===== src/rtl/mux41_rr_arbiter.sv =====
`default_nettype none
// ============================================================================
// Module      : mux41_rr_arbiter
// Description : Round-robin arbiter that owns the select pins of a shared
//               4:1 bit multiplexer. Requester i drives mux input i. The
//               granted requester's index is driven onto {s1,s0}, so the mux
//               output carries that requester's data.
//
//   Ports
//     clk    in   1  system clock, rising edge
//     rst_n  in   1  asynchronous active-low reset
//     req    in   4  request vector, bit i = requester i
//     gnt    out  4  one-hot grant, registered, zero when idle
//     s0     out  1  mux select LSB, registered
//     s1     out  1  mux select MSB, registered
//     busy   out  1  high while any gnt bit is high
//
//   Optional feature
//     ARB_HOLD_EN : when defined, an owner keeps the grant while its request
//                   stays high, for at most MAX_HOLD consecutive cycles.
//                   When undefined, every grant lasts exactly one cycle.
//
// Revision    : 1.0  initial release
// ============================================================================
module mux41_rr_arbiter #(
    parameter int unsigned MAX_HOLD = 4
) (
    input  logic       clk,
    input  logic       rst_n,
    input  logic [3:0] req,
    output logic [3:0] gnt,
    output logic       s0,
    output logic       s1,
    output logic       busy
);

    localparam logic [0:0] c_ST_IDLE  = 1'b0;
    localparam logic [0:0] c_ST_GRANT = 1'b1;

    // The hold counter is 4 bits wide, so MAX_HOLD must fit 1..15.
    if (MAX_HOLD < 1 || MAX_HOLD > 15) begin : g_max_hold_range
        $error("mux41_rr_arbiter: MAX_HOLD must be in 1..15");
    end

    logic [0:0] r_state;
    logic [1:0] r_ptr;
    logic [1:0] r_sel;
    logic [3:0] r_gnt;

    logic [3:0] w_scan_req;
    logic [1:0] w_scan_ptr;
    logic [2:0] w_pick;
    logic       w_win_valid;
    logic [1:0] w_win_idx;
    logic       w_release;

    // Returns {found, index} of the first set bit scanning start, start+1,
    // start+2, start+3 (mod 4). Scanning from the far end lets the nearest
    // candidate overwrite the result last.
    function automatic logic [2:0] f_pick(input logic [3:0] reqs,
                                          input logic [1:0] start);
        logic [1:0] idx;
        f_pick = 3'b000;
        for (int k = 3; k >= 0; k--) begin
            idx = start + 2'(k);
            if (reqs[idx]) begin
                f_pick = {1'b1, idx};
            end
        end
    endfunction

`ifdef ARB_HOLD_EN
    localparam logic [3:0] c_HOLD_LAST = 4'(MAX_HOLD - 1);

    logic [3:0] r_hold_cnt;

    // Release on request drop or when the owner has used its full window.
    assign w_release = !req[r_sel] || (r_hold_cnt == c_HOLD_LAST);
`else
    // Without holding, every grant is a single cycle.
    assign w_release = 1'b1;
`endif

    // In IDLE the scan starts at the stored pointer. While granted, the scan
    // models the post-release situation: the pointer has moved past the
    // owner and the owner's own request is masked, which forces rotation.
    always_comb begin
        w_scan_req = req;
        w_scan_ptr = r_ptr;
        if (r_state == c_ST_GRANT) begin
            w_scan_req = req & ~(4'b0001 << r_sel);
            w_scan_ptr = r_sel + 2'd1;
        end
    end

    assign w_pick      = f_pick(w_scan_req, w_scan_ptr);
    assign w_win_valid = w_pick[2];
    assign w_win_idx   = w_pick[1:0];

    always_ff @(posedge clk or negedge rst_n) begin
        if (!rst_n) begin
            r_state <= c_ST_IDLE;
            r_ptr   <= 2'd0;
            r_sel   <= 2'd0;
            r_gnt   <= 4'b0000;
        end else begin
            case (r_state)
                c_ST_IDLE: begin
                    if (w_win_valid) begin
                        r_state <= c_ST_GRANT;
                        r_sel   <= w_win_idx;
                        r_gnt   <= 4'b0001 << w_win_idx;
                    end
                end
                c_ST_GRANT: begin
                    if (w_release) begin
                        r_ptr <= r_sel + 2'd1;
                        if (w_win_valid) begin
                            // Back-to-back handover, no idle cycle.
                            r_sel <= w_win_idx;
                            r_gnt <= 4'b0001 << w_win_idx;
                        end else begin
                            // Select lines keep the last owner's index.
                            r_state <= c_ST_IDLE;
                            r_gnt   <= 4'b0000;
                        end
                    end
                end
                default: begin
                    r_state <= c_ST_IDLE;
                    r_gnt   <= 4'b0000;
                end
            endcase
        end
    end

`ifdef ARB_HOLD_EN
    // Counts cycles the current owner has held the grant; restarts on every
    // newly issued grant.
    always_ff @(posedge clk or negedge rst_n) begin
        if (!rst_n) begin
            r_hold_cnt <= 4'd0;
        end else if (r_state == c_ST_IDLE || w_release) begin
            r_hold_cnt <= 4'd0;
        end else begin
            r_hold_cnt <= r_hold_cnt + 4'd1;
        end
    end
`endif

    assign gnt  = r_gnt;
    assign s0   = r_sel[0];
    assign s1   = r_sel[1];
    assign busy = |r_gnt;

endmodule
`default_nettype wire

===== config.mk =====
export PLATFORM = sky130hd
export DESIGN_NAME = mux41_rr_arbiter
export DESIGN_NICKNAME = d
export VERILOG_FILES = /design/src/rtl/mux41_rr_arbiter.sv
export SDC_FILE = /design/constraint.sdc
export NUM_CORES = 1
export LEC_CHECK = 0
export ABC_AREA = 1
export ABC_CLOCK_PERIOD_IN_PS = 2710
export CAP_MARGIN = 20
export CORE_MARGIN = 4
export CORE_UTILIZATION = 25
export DETAILED_ROUTE_END_ITERATION = 12
export GPL_TIMING_DRIVEN = 0
export SLEW_MARGIN = 20
export SYNTH_ARGS = -nofsm -noshare
export SYNTH_HDL_FRONTEND = slang
export SYNTH_SLANG_ARGS = --single-unit

===== constraint.sdc =====
create_clock -name clk -period 2.71 [get_ports clk]
set_clock_uncertainty 0.2 [all_clocks]
set_input_delay 0.542 -clock clk [delete_from_list [all_inputs] [get_ports clk]]
set_output_delay 0.542 -clock clk [all_outputs]
set_load 0.01 [all_outputs]

Word-level counts from Yosys, hierarchy flattened
Index checks and enable logic that the tools add are counted.

operators by class
  $add $sub $neg = 4
  multipliers = 0
  divide/modulo/power cells = 0
  $lt $le $gt $ge = 4
  equality and inequality tests = 1
  shifts and indexed selects = 2
  mux-type cells = 19
  bitwise logic cells = 3
  reductions and logical operators = 1

operators by type and width
  cell                                                                  number
  2-bit by 3-bit < comparator with 1-bit output, second input constant  4
  3-bit 2-to-1 mux                                                      4
  4-bit 2-to-1 mux                                                      3
  1-bit binary-select mux with 2-bit select                             4
  4-bit one-hot mux with 2 select lines                                 1
  1-bit by 2-bit left shift with 4-bit output, first input constant     2
  1-bit 2-to-1 mux                                                      5
  2-bit by 1-bit adder with 2-bit output, second input constant         2
  2-bit adder, second input constant                                    2
  4-bit AND                                                             1
  2-bit 2-to-1 mux                                                      2
  4-bit NOT                                                             1
  4-bit OR reduction                                                    1
  2-bit inequality test, second input constant                          1
  1-bit NOT                                                             1

word-level totals
  flip-flop bits (word level) = 9
  bits in latches = 0
  bits in writable memories = 0
  memory bits (read-only) = 0
  output and inout port bits = 7
  word-level logic and storage cells = 38
  memories kept = 0

Depth between registers and ports, before layout
  depth after elaboration = 13
  mapped depth = 16

Least setup slack after synthesis
OpenSTA, ideal clock, no wires.

  path type = flip-flop to flip-flop
  start = register r_sel[0]
  end = register r_sel[0]
  arrival time = 1726 ps
  data required time = 2379 ps
  setup slack = 653 ps
  cell stages (with the launch flop) = 15
  clock period less this slack = 2057 ps
  cells stage by stage = dfrtp_1 inv_1 ha_1 nand2_1 nand2_1 nand2_1 nand2_1 nand2_1 nand2_1 inv_1 nand2_1 nand2_1 nor2_1 nor2_1 o21ai_0

between the ends
  elaborated cells on any way between the ends = 22

RTL lines
  element                                    RTL line  RTL
  start: declaration                         47        logic [1:0] r_sel;
  start signal: assignment                   111       r_sel <= w_win_idx;
  start signal: assignment                   120       r_sel <= w_win_idx;
  2-bit by 1-bit adder with 2-bit output *   92        w_scan_ptr = r_sel + 2'd1;
  2-bit 2-to-1 mux *                         -
  net w_scan_ptr[1]                          51        logic [1:0] w_scan_ptr;
  2-bit adder                                65        idx = start + 2'(k);
  1-bit binary-select mux with 2-bit select  66        if (reqs[idx]) begin
  1-bit 2-to-1 mux (not written as such)     66
  3-bit 2-to-1 mux (3 in series)             66
  3-bit 2-to-1 mux *                         66
  2-bit 2-to-1 mux                           109, 118

Mark *: on every way through the listed nets, which the timed path passes. The rest lies on a longest branch. The select of a mux whose other input is x is not followed.
A chain may end at the register's enable or synchronous reset.

Final worst setup path
  start = register r_gnt[1] (netlist: gnt[1])
  end = output port busy

between the ends
  word-level cells in the longest chain between the ends = 1

ends and longest elaborated chain
  element                   RTL line  RTL
  start: declaration        48        logic [3:0] r_gnt;
  start signal: assignment  112       r_gnt <= 4'b0001 << w_win_idx;
  start signal: assignment  121       r_gnt <= 4'b0001 << w_win_idx;
  4-bit OR reduction        154       assign busy = |r_gnt;
  end: declaration          34        output logic busy

Every way passes these cells.

==> results.yml <==
worst_setup_path:
  crit_chain: "or4_1, clkdlybuf4s50_1"
  cp.arrival_ps: 1670
  slowest_stage: "or4_1"
  crit_fanout: 3
  worst_setup_path_start_kind: "register"
  slowest_delay_ps: 520
  crit_path_end_kind: "output pin"
  worstPathRequired_ps: 1970
  crit_type: "reg2out"
clock_tree:
  h-tree-depth: 1
  cts_buffer_depth: 2
  cts_setup_buffers: 0
  cts_tree: "built"
  clkSinkCount: 9
  cts_buffers: 3
  postCtsHoldBufs: 0
  clk_pin_slew_ps: 60
  ctsResizeCount: 0
  cts_root_buf: "clkbuf_4"
  clock_latency_ps: 260
detailed_routing:
  via_per_inst: 4.38
  dr.pass1.iters: 6
  drt_iter0_drc: 36
  routedWlPerCell_um: 9.88
  drt_wl_total_um: 1620
  drcViolationCount: 0
  postRouteAntennaNets: 0
  vias: 718
placement:
  dp_hpwl_um: 1280
  port_buffers: 12
  gp_congestion: 0.768
floorplanning:
  coreArea_um2: 2760
  chipWidth_um: 61.5
  dieArea_um2: 3780
  die_height_um: 61.5
  initial_core_util_pct: 26.0
  io_pins: 13
  rows: 19
sta:
  grt_setup_unrepaired: "no"
  worst_pin_slew_ps: 409
  fin_setup_tns_ps: 0
  setup_violations: 0
  slew_headroom_pct: 72.8
  slew_violations: 0
  finalCriticalPeriod_ps: 2410
  fmaxAchievable_ghz: 0.415
  hold_viol_final: 0
  min_period_over_period_pct: 89.0
synthesis:
  synth_area_um2: 716
  yosys_warnings: 0
  yosysUniqueCellTypes: 16
  ys_seq_area_share_pct: 31.5
  avgSynthCellArea_um2: 6.12
  synth_fp_nets: 127
  synth_seq_cells: 9
  syn_inst: 117
final_layout:
  drive_gt1_share_pct: 7.52
  post-route-util_pct: 32.7
  fin_nets: 144
  area_growth_pct: 25.9
  antenna_cells: 0
grt:
  gr-total-overflow: 0
  track_usage_pct: 9.78
  grt_pass1_wl_um: 2770
  grt_max_degree: 11
  grt_pass1_vias: 677
  grt_antenna_before_repair: 0
hold_path:
  worstHoldPathType: "reg2reg"
flow_run:
  drv_cap: 0
run_status:
  outcome: "finished clean"
critical path: cells and delay by family, from the launching register on:
family | cells | cell delay (ps)
buf+inv | 1 | 490
simple gates | 1 | 520
flops | 1 | 400
metrics by stage:
stage / setup slack, ps / std cells / cell area (um2) / hold WS (ps)
2_1_floorplan: 653 / 117 / 716 / 46.4
5_1_grt: 163 / 164 / 901 / 337
4_1_cts: 284 / 164 / 901 / 315
3_3_place_gp: 374 / 160 / 875 / 291
3_5_place_dp: 379 / 160 / 875 / 302
6_report: 299 / 164 / 901 / 304
cells in the mapped netlist (all sizes together):
library cell | count | area [um2]
nand3 | 9 | 45.0
inv | 14 | 52.6
buf | 1 | 11.3
o21ai | 4 | 23.8
a21oi | 3 | 15.0
nor2 | 6 | 32.5
or4 | 1 | 7.51
nand2 | 66 | 253
dfrtp | 9 | 225
ha | 4 | 50.1
final timing paths:
path / slack, ps / end / cells past startpoint / startpoint
setup / recovery: 300 / busy / 2 / gnt[1]
hold / removal: 300 / gnt[0] / 2 / gnt[0]
setup reg to reg: 400 / r_sel[0] / 12 / r_sel[0]
hold reg to reg: 300 / gnt[0] / 2 / gnt[0]
max in group asynchronous: 1650 / r_sel[1] / 1 / rst_n
min in group asynchronous: 370 / gnt[3] / 1 / rst_n
placed cells by master (no fill, tap or decap), drive strengths merged:
cell type      instances
a21oi                  3
o21ai                  4
or4                    1
nor2                   6
nand2                 66
nand3                  9
dfrtp                  9
ha                     4
clkbuf                 4
clkdlybuf4s50         12
buf                    1
inv                   14
cell type report:
type | instances | area (um2)
clock buffers | 4 | 26.3
plain buffers | 1 | 11.3
multi-input cells | 93 | 427
flip-flops and latches | 9 | 225
fillers | 313 | 1860
inverters | 14 | 52.6
well taps | 31 | 38.8
repair buffers | 12 | 120
metal layers:
layer	vias to the layer above	GRT usage (%)	part of all wire [%]
met4	0	4.55	0.68
met5	-	0	0
met2	19	15.2	43
met3	2	1.89	4.0
li1	392	-	-
met1	305	13.0	52
cell families after synthesis:
family,count (synthesis),share of synthesized area [%]
adders and majority gates,4,6.99
AOI/OAI and AO/OA,7,5.42
buffers and inverters,15,8.92
and+or+nand+nor,82,47.2
DFF,9,31.5
registers in the layout, indices dropped and copies added (netlist names):
name and flops:
gnt 4, r_ptr 2, r_state 1, r_sel 2
Power is left out: the tool's default activity adds up to more than one toggle a clock period on the data nets, which glitch-free logic cannot reach.
